File: src/rtl/l2_req_arbiter_if.sv
// L2 request/response channel between the miss arbiter (master) and the L2 cache (slave).
interface l2_req_arbiter_if #(
  parameter int ADDR_W = 32,
  parameter int DATA_W = 128
);
  logic              l2_req_valid;
  logic              l2_req_ack;
  logic [ADDR_W-1:0] l2_req_addr;
  logic [3:0]        l2_req_opcode;
  logic [DATA_W-1:0] l2_req_store_data;
  logic              l2_rsp_valid;

  modport master (
    output l2_req_valid, l2_req_addr, l2_req_opcode, l2_req_store_data,
    input  l2_req_ack, l2_rsp_valid
  );

  modport slave (
    input  l2_req_valid, l2_req_addr, l2_req_opcode, l2_req_store_data,
    output l2_req_ack, l2_rsp_valid
  );
endinterface

File: src/rtl/l2_req_arbiter.sv
// Shares the single L2 request port between the L1D and L1I miss paths, with
// round-robin on contention, a flush freeze, grant counters and a watchdog.
module l2_req_arbiter #(
  parameter int ADDR_W = 32,
  parameter int DATA_W = 128,
  parameter int CNT_W  = 64,
  parameter int WDOG_W = 16
) (
  input  logic              clk,
  input  logic              reset,
  input  logic              l1d_req_valid,
  input  logic [ADDR_W-1:0] l1d_req_addr,
  input  logic [3:0]        l1d_req_opcode,
  input  logic [DATA_W-1:0] l1d_req_store_data,
  input  logic              l1i_req_valid,
  input  logic [ADDR_W-1:0] l1i_req_addr,
  input  logic [3:0]        l1i_req_opcode,
  input  logic              flush_hold,
  l2_req_arbiter_if.master  l2,
  output logic              l1d_rsp_valid,
  output logic              l1i_rsp_valid,
  output logic              busy,
  output logic [CNT_W-1:0]  l1d_grants,
  output logic [CNT_W-1:0]  l1i_grants,
  output logic              protocol_err,
  output logic              timeout_err
);

  typedef enum logic [1:0] {IDLE, REQ, WAIT_RSP} state_t;

  localparam logic [WDOG_W-1:0] WDOG_MAX = '1;

  state_t state, state_nxt;

  logic              owner_i;
  logic              last_was_i;
  logic              pend_d, pend_i;
  logic [ADDR_W-1:0] hold_d_addr, hold_i_addr;
  logic [3:0]        hold_d_op, hold_i_op;
  logic [DATA_W-1:0] hold_d_data;
  logic [WDOG_W-1:0] wdog;

  logic active, acc_d, acc_i, eff_d, eff_i;
  logic grant, grant_i, rsp_fire;

  // A requester that is already pending or currently owns the port cannot
  // queue a second miss; that pulse is dropped.
  assign active = (state != IDLE);
  assign acc_d  = l1d_req_valid & ~pend_d & ~(active & ~owner_i);
  assign acc_i  = l1i_req_valid & ~pend_i & ~(active &  owner_i);
  assign eff_d  = pend_d | acc_d;
  assign eff_i  = pend_i | acc_i;

  always_comb begin
    state_nxt = state;
    grant     = 1'b0;
    grant_i   = 1'b0;
    rsp_fire  = 1'b0;
    case (state)
      IDLE: begin
        if (!flush_hold && (eff_d || eff_i)) begin
          grant     = 1'b1;
          grant_i   = eff_i & (~eff_d | ~last_was_i);
          state_nxt = REQ;
        end
      end
      REQ: begin
        if (l2.l2_rsp_valid) begin
          rsp_fire  = 1'b1;
          state_nxt = IDLE;
        end else if (l2.l2_req_ack) begin
          state_nxt = WAIT_RSP;
        end
      end
      WAIT_RSP: begin
        if (l2.l2_rsp_valid) begin
          rsp_fire  = 1'b1;
          state_nxt = IDLE;
        end
      end
      default: state_nxt = IDLE;
    endcase
  end

  always_ff @(posedge clk) begin
    if (reset) begin
      state        <= IDLE;
      owner_i      <= 1'b0;
      last_was_i   <= 1'b0;
      pend_d       <= 1'b0;
      pend_i       <= 1'b0;
      hold_d_addr  <= '0;
      hold_i_addr  <= '0;
      hold_d_op    <= '0;
      hold_i_op    <= '0;
      hold_d_data  <= '0;
      wdog         <= '0;
      l1d_grants   <= '0;
      l1i_grants   <= '0;
      protocol_err <= 1'b0;
      timeout_err  <= 1'b0;
    end else begin
      state <= state_nxt;
      if (acc_d) begin
        hold_d_addr <= l1d_req_addr;
        hold_d_op   <= l1d_req_opcode;
        hold_d_data <= l1d_req_store_data;
      end
      if (acc_i) begin
        hold_i_addr <= l1i_req_addr;
        hold_i_op   <= l1i_req_opcode;
      end
      pend_d <= eff_d & ~(grant & ~grant_i);
      pend_i <= eff_i & ~(grant &  grant_i);
      if ((l1d_req_valid & ~acc_d) | (l1i_req_valid & ~acc_i))
        protocol_err <= 1'b1;
      if (grant) begin
        owner_i    <= grant_i;
        last_was_i <= grant_i;
        wdog       <= '0;
        if (grant_i) l1i_grants <= l1i_grants + 1'b1;
        else         l1d_grants <= l1d_grants + 1'b1;
      end else if (active && wdog != WDOG_MAX) begin
        wdog <= wdog + 1'b1;
      end
      // The flag rises on the same edge the watchdog saturates.
      if (active && wdog == WDOG_MAX - 1'b1)
        timeout_err <= 1'b1;
    end
  end

  assign l2.l2_req_valid      = (state == REQ);
  assign l2.l2_req_addr       = owner_i ? hold_i_addr : hold_d_addr;
  assign l2.l2_req_opcode     = owner_i ? hold_i_op   : hold_d_op;
  assign l2.l2_req_store_data = hold_d_data;

  assign l1d_rsp_valid = rsp_fire & ~owner_i;
  assign l1i_rsp_valid = rsp_fire &  owner_i;
  assign busy          = active | pend_d | pend_i;

endmodule

File: src/flat_wrapper.sv
// flat-port wrapper written by rule: the top's interface ports become plain ports
module l2_req_arbiter_flat 
#(
  parameter int ADDR_W = 32,
  parameter int DATA_W = 128,
  parameter int CNT_W  = 64,
  parameter int WDOG_W = 16
)
  (clk, reset, l1d_req_valid, l1d_req_addr, l1d_req_opcode, l1d_req_store_data, l1i_req_valid, l1i_req_addr, l1i_req_opcode, flush_hold, l1d_rsp_valid, l1i_rsp_valid, busy, l1d_grants, l1i_grants, protocol_err, timeout_err, l2_l2_req_valid, l2_l2_req_addr, l2_l2_req_opcode, l2_l2_req_store_data, l2_l2_req_ack, l2_l2_rsp_valid);
  l2_req_arbiter_if #(.ADDR_W(ADDR_W), .DATA_W(DATA_W)) l2_i ();
  input  logic clk;
  input  logic reset;
  input  logic l1d_req_valid;
  input  logic [ADDR_W-1:0] l1d_req_addr;
  input  logic [3:0] l1d_req_opcode;
  input  logic [DATA_W-1:0] l1d_req_store_data;
  input  logic l1i_req_valid;
  input  logic [ADDR_W-1:0] l1i_req_addr;
  input  logic [3:0] l1i_req_opcode;
  input  logic flush_hold;
  output logic l1d_rsp_valid;
  output logic l1i_rsp_valid;
  output logic busy;
  output logic [CNT_W-1:0] l1d_grants;
  output logic [CNT_W-1:0] l1i_grants;
  output logic protocol_err;
  output logic timeout_err;
  output wire logic [$bits(l2_i.l2_req_valid)-1:0] l2_l2_req_valid;
  output wire logic [$bits(l2_i.l2_req_addr)-1:0] l2_l2_req_addr;
  output wire logic [$bits(l2_i.l2_req_opcode)-1:0] l2_l2_req_opcode;
  output wire logic [$bits(l2_i.l2_req_store_data)-1:0] l2_l2_req_store_data;
  input wire logic [$bits(l2_i.l2_req_ack)-1:0] l2_l2_req_ack;
  input wire logic [$bits(l2_i.l2_rsp_valid)-1:0] l2_l2_rsp_valid;
  assign l2_l2_req_valid = l2_i.l2_req_valid;
  assign l2_l2_req_addr = l2_i.l2_req_addr;
  assign l2_l2_req_opcode = l2_i.l2_req_opcode;
  assign l2_l2_req_store_data = l2_i.l2_req_store_data;
  assign l2_i.l2_req_ack = l2_l2_req_ack;
  assign l2_i.l2_rsp_valid = l2_l2_rsp_valid;
  l2_req_arbiter #(.ADDR_W(ADDR_W), .DATA_W(DATA_W), .CNT_W(CNT_W), .WDOG_W(WDOG_W)) u_core (.clk(clk), .reset(reset), .l1d_req_valid(l1d_req_valid), .l1d_req_addr(l1d_req_addr), .l1d_req_opcode(l1d_req_opcode), .l1d_req_store_data(l1d_req_store_data), .l1i_req_valid(l1i_req_valid), .l1i_req_addr(l1i_req_addr), .l1i_req_opcode(l1i_req_opcode), .flush_hold(flush_hold), .l2(l2_i), .l1d_rsp_valid(l1d_rsp_valid), .l1i_rsp_valid(l1i_rsp_valid), .busy(busy), .l1d_grants(l1d_grants), .l1i_grants(l1i_grants), .protocol_err(protocol_err), .timeout_err(timeout_err));
endmodule
File: config.mk
export PLATFORM = sky130hd
export DESIGN_NAME = l2_req_arbiter_flat
export DESIGN_NICKNAME = d
export VERILOG_FILES = /design/src/rtl/l2_req_arbiter_if.sv /design/src/rtl/l2_req_arbiter.sv /design/src/flat_wrapper.sv
export SDC_FILE = /design/constraint.sdc
export NUM_CORES = 1
export LEC_CHECK = 0
export CAP_MARGIN = 20
export CORE_MARGIN = 8
export CORE_UTILIZATION = 41
export CTS_CLUSTER_SIZE = 24
export DETAILED_ROUTE_END_ITERATION = 7
export GPL_ROUTABILITY_DRIVEN = 0
export MAX_ROUTING_LAYER = met4
export PLACE_DENSITY = 0.8
export REMOVE_ABC_BUFFERS = 1
export SLEW_MARGIN = 20
export SYNTH_ARGS = -nofsm -noshare
export SYNTH_HDL_FRONTEND = slang
export SYNTH_SLANG_ARGS = --single-unit
File: constraint.sdc
create_clock -name clk -period 2.4 [get_ports clk]
set_clock_uncertainty 0.15 [all_clocks]
set_input_delay 0.48 -clock clk [delete_from_list [all_inputs] [get_ports clk]]
set_output_delay 0.48 -clock clk [all_outputs]
set_load 0.005 [all_outputs]
==> metrics, run 1 <==
run status=complete, but fails checks; failing checks=negative setup slack; Cell Pwr Density=650 mW/mm^2; DIE HEIGHT=203 um; gr ovfl total=0; Avg Vias per Cell=5.29; number of instances in the placed design=2734; FF+latch count, synth=351; 1st-pass router iterations=6; Initial Util=0.417; Post-route DRC=0; vias in the first global route=15060; WP data required=1.77 ns; synth unique cells=52; clock group share of total power=0.410; Area Overhead vs Synth=58.8%; Avg WL per Cell=19.8 um; startpoint types=register; final period utilization=1.01; Fin. Hold Viols=0; first-pass GRT wire length=84300 um; Comb power frac=0.166; worst slew pin tran=0.734 ns; Worst-Skew Late Latency=0.54 ns; critical path fanouts, max=6; clk buf depth=3; width of the die=203 um; routed via count=15078; overall power=14900 uW; initial drt markers=961; Clk pin slew, worst setup/hold paths=0.06 ns; IO Pins=505; fin crit period=2.43 ns; core box area=0.0345 sq mm; CP endpoint kind=primary output; H-tree levels=2; VDD IR max=567 uV; Post-synth ARST share=0; CTS Hold Bufs=0; worst setup path class=register to primary output; flop-to-flop setup slack=-0.02 ns; Post-DP Area=0.0206 sq mm; TritonCTS clock tree=done; Max Cap Viol=0; Flop pwr share=0.424; pin count of the biggest net entering global routing=101; PortBufs=504; initial antenna violation count=4; EDFF count, synth=0; final wirelength=56300 um; clk sinks=351; Net Sw Frac=0.250; internal power=11100 uW; Post-DP HPWL=39000 um; leakage=0.00864 uW; Hold/Removal Path Class=input pin to register; layout cell share with drive strength beyond 1=0.148; Max Clock Freq=411 MHz; Layout fillers=2681; Worst Slack Setup Final=-0.0333 ns; leading register cell type out of synthesis=dfxtp_1; worst relative slew slack=0.510; register area share after synthesis=0.488; Num CTS Buffers=39; post-route cell area=0.0229 sq mm; Mapped Cells=1771; GRT Overall Usage=0.263; WP data arrival=1.80 ns; Root Buffer=clkbuf_16; # rows=68; Nets=2577; synthesized area=0.0144 sq mm; non-filler instance count after layout=2851; Ys Warns=0; Avg Cell Area, Syn=8.13 sq um; RSZ-0062 raised after global routing=true; Pins Over Slew Limit=0; reported net switching power=3720 uW; die area=0.0414 sq mm; final setup fails=6; Final ANT Viol Nets=0
[power by group through the flow]
stage / registers (uW) / clock network (uW) / logic [uW]
finish: 6300 / 6090 / 2470
global route: 6330 / 6430 / 2660
CTS: 6300 / 6180 / 2500
detailed placement: 6410 / 0 / 2220
global placement: 6390 / 0 / 2190
floorplan: 6430 / 0 / 758
[registers in the layout, summed over array words and instances (netlist names)]
| signal | cells |
|---|---|
| u_core.hold_d_addr | 32 |
| u_core.protocol_err | 1 |
| u_core.state | 2 |
| u_core.pend_d | 1 |
| u_core.hold_i_op | 4 |
| u_core.pend_i | 1 |
| u_core.wdog | 16 |
| u_core.l2.l2_req_store_data | 128 |
| u_core.l1i_grants | 64 |
| u_core.timeout_err | 1 |
| u_core.hold_d_op | 4 |
| u_core.hold_i_addr | 32 |
| u_core.last_was_i | 1 |
| u_core.l1d_grants | 64 |
[cell type report]
type,instances,area (sq um),share of cell area
Multi-Input combinational cell,1297,7290,0.319
Sequential cell,351,7030,0.307
Clock buffer,59,1200,0.0526
Timing Repair Buffer,658,6600,0.288
Antenna cell,4,10.0,0.000438
Clock inverter,11,108,0.00470
Inverter,16,60.1,0.00263
Tap cell,455,569,0.0249
[cells in the mapped netlist (2+ instances only)]
library cell  instances  area, sq um
nor3_4                2         32.5
nand2b_1              4         25.0
and4_1               20          175
nor3b_1               2         15.0
nand4_1              53          332
o21bai_1              2         15.0
and3b_1               2         17.5
nand2_1             462         1730
a211oi_1              2         15.0
or4_1                 6         45.0
o211a_1               2         20.0
nor4_1               19          119
a31oi_1               4         25.0
nor2_1              142          533
buf_2                 5         25.0
or3_1                20          125
nand3_1              50          250
nor2b_1               8         50.1
or2_2                 4         25.0
nor3_1               23          115
dfxtp_1             351         7030
a311oi_1              2         17.5
and2_1               11         68.8
inv_1                16         60.1
o21ai_0              19         95.1
a21oi_1             228         1140
xnor2_1              49          429
and3_1               27          169
o31ai_1               3         22.5
mux2_2               39          439
clkbuf_1             94          353
buf_1                 7         26.3
nand3b_1              3         22.5
xor2_1               64          561
nand4b_1              3         26.3
ha_1                  7         87.6
[kinds of logic after synthesis]
kind of cell    share of synthesized area
flops                               0.488
xor+xnor                           0.0687
mux                                0.0312
simple gates                        0.274
compound gates                     0.0988
buf+inv                            0.0330
fa+ha+maj                         0.00608
[worst paths after layout]
check | startpoint | end | cells after the start
worst max register to register | u_core.last_was_i | u_core.l1d_grants[60] | 10
worst min-delay path | reset | u_core.l1i_grants[53] | 3
worst min register to register | u_core.timeout_err | u_core.timeout_err | 2
worst max-delay path | u_core.last_was_i | l2_l2_req_addr[1] | 5
[critical path, stage by stage, from the launching register on]
cell and delay, ns:
dfxtp_4 0.45, buf_12 0.14, buf_16 0.13, buf_6 0.11, mux2_4 0.31, buf_6 0.12
[layout by cell type (no fill, tap or decap), types with 20 or more instances in the layout]
cell / netlist / layout
a21oi_1: 228 / 223
and3_1: 27 / 27
buf_12: 0 / 20
buf_4: 0 / 107
buf_6: 1 / 49
clkbuf_16: 0 / 41
clkdlybuf4s50_1: 0 / 462
dfxtp_1: 351 / 348
mux2_4: 0 / 27
nand2_1: 462 / 462
nand3_1: 50 / 49
nand4_1: 53 / 53
nor2_1: 142 / 142
xnor2_1: 49 / 48
xor2_1: 64 / 64
[layer usage]
metal	GRT usage	wire, um
met2	0.447	28000
met5	-	0
met3	0.0716	4920
met4	0.142	3180
met1	0.275	20300
[through the flow]
stage	hold slack [ns]	setup TNS, ns	utilization	setup slack (ns)
floorplan	0.277	-837.03	-	-5.24
global placement	0.286	-31.72	0.597	-0.612
detailed placement	0.287	-35.40	0.597	-0.636
CTS	0.165	-1.49	0.656	-0.138
global route	0.213	-1.28	0.662	-0.119
finish	0.200	-0.133	0.662	-0.0333
[timing repair]
action                                  in CTS  in global routing
gates cloned                                 5                  1
resized for setup                          240                 61
pin swaps                                   17                 21
setup buffers                               41                  5
endpoints found under the setup margin      83                159
(Power assumes the default switching activity.)
==> run 2, diff against run 1 <==
- CORE_UTILIZATION: 41 -> 35
- PLACE_DENSITY: 0.8 -> 0.7
==> metrics, run 2 (same netlist as run 1, synthesis figures left out) <==
TritonCTS clock tree=done; overall power=14800 uW; VDD IR max=557 uV; Hold Startpoint=reset; vias in the first global route=14538; Pins Over Slew Limit=0; startpoint types=register; leakage=0.00858 uW; Setup crit start=u_core.last_was_i; critical path fanouts, max=7; Avg WL per Cell=18.8 um; DP Worst Slack=-0.685 ns; Root Buffer=clkbuf_16; RSZ-0062 raised after global routing=true; Clk pin slew, worst setup/hold paths=0.06 ns; CTS Hold Bufs=0; CP max-delay cell=dfxtp_4; worst setup path class=register to primary output; Hold/Removal Path Class=input pin to register; die area=0.0479 sq mm; Worst path max stage delay=0.44 ns; final period utilization=0.996; initial antenna violation count=7; Area Overhead vs Synth=58.1%; run status=finished, final reports clean; Avg Vias per Cell=5.00; fin crit period=2.39 ns; Nets=2582; critical path cell sequence=buf_12 -> buf_6 -> buf_6 -> mux2_4 -> buf_6; reg2reg start=u_core.state[1]; max reg flops=128; final wirelength=55100 um; first-pass GRT wire length=82800 um; Cell Pwr Density=652 mW/mm^2; layout cell share with drive strength beyond 1=0.144; gr ovfl total=0; CP endpoint kind=primary output; Final ANT Viol Nets=0; CP delay by family, top=buffers and inverters; PortBufs=504; initial drt markers=1025; width of the die=219 um; Post-route DRC=0; worst slew pin tran=0.704 ns; worst relative slew slack=0.529; most used cell, CP=buf_6; # rows=74; Buf/Inv on CP=4; WP data arrival=1.76 ns; routed via count=14644; pin count of the biggest net entering global routing=76; H-tree levels=2; Max Clock Freq=419 MHz; WP data required=1.77 ns; Initial Util=0.353; Fin Hold WS=0.0835 ns; Fin. Hold Viols=0; core box area=0.0407 sq mm; Num CTS Buffers=41; Max Cap Viol=0; final core utilization=0.559; IO Pins=505; DIE HEIGHT=219 um; 1st-pass router iterations=5; Post-DP HPWL=39500 um; Worst Slack Setup Final=0.0108 ns; clk buf depth=3; most frequent cells in the layout=462 x nand2_1, 462 x clkdlybuf4s50_1, 348 x dfxtp_1, 223 x a21oi_1, 142 x nor2_1; GRT Overall Usage=0.225; Worst-Skew Late Latency=0.55 ns; final setup fails=0; clk sinks=351
run 2: power by group:
group / internal [uW] / total, uW / switching (uW)
registers: 6130 / 6300 / 165
logic: 1280 / 2390 / 1110
clock network: 3710 / 6150 / 2440
run 2: cell type report:
cell class | instances | area, sq um
fill | 3665 | 18000
timing repair buffer | 661 | 6470
clock buffer | 55 | 1170
tap | 532 | 666
antenna | 7 | 17.5
multi-input combinational | 1297 | 7220
sequential | 351 | 7030
inverter | 16 | 60.1
clock inverter | 10 | 129
run 2: layer usage:
layer / wire [um] / track usage / vias up
met5: 0 / - / -
met4: 2370 / 0.104 / 0
met3: 4230 / 0.0650 / 124
met2: 26700 / 0.372 / 507
met1: 21700 / 0.248 / 6875
li1: - / - / 7138
run 2: worst reg2reg max path: cells and delay by family, from the launching register on:
| kind | cells | cell delay (ns) |
|---|---|---|
| buf+inv | 5 | 0.64 |
| compound gates | 2 | 0.36 |
| fa+ha+maj | 1 | 0.15 |
| simple gates | 4 | 0.66 |
| flops | 1 | 0.32 |
run 2: final timing paths:
check / endpoint / slack [ns] / depth (start not counted)
worst min-delay path: u_core.l2.l2_req_store_data[88] / 0.08 / 2
worst min register to register: u_core.hold_d_op[0] / 0.30 / 2
worst max-delay path: l2_l2_req_addr[27] / 0.01 / 5
worst max register to register: u_core.l1d_grants[60] / 0.05 / 12
run 2: through the flow:
step / instance area [sq um] / setup TNS, ns / instances
after floorplan: 14000 / -837.03 / 1664
after global placement: 20800 / -36.44 / 2819
after detailed placement: 20800 / -39.50 / 2819
after CTS: 22600 / -0.564 / 2915
after global routing: 22800 / -0.615 / 2929
final: 22800 / 0 / 2929
run 2: timing repair:
action                                  4_1_cts  5_1_grt
endpoints found under the setup margin       87       64
setup buffers                                27       10
cloned                                        5        0
pin swaps                                    11       19
gates resized for setup                     214       43
==> run 3, diff against run 2 <==
- SLEW_MARGIN: 20 -> default
==> results of run 3 <==
The final DEF is identical to that of run 2; final timing and power are the same.
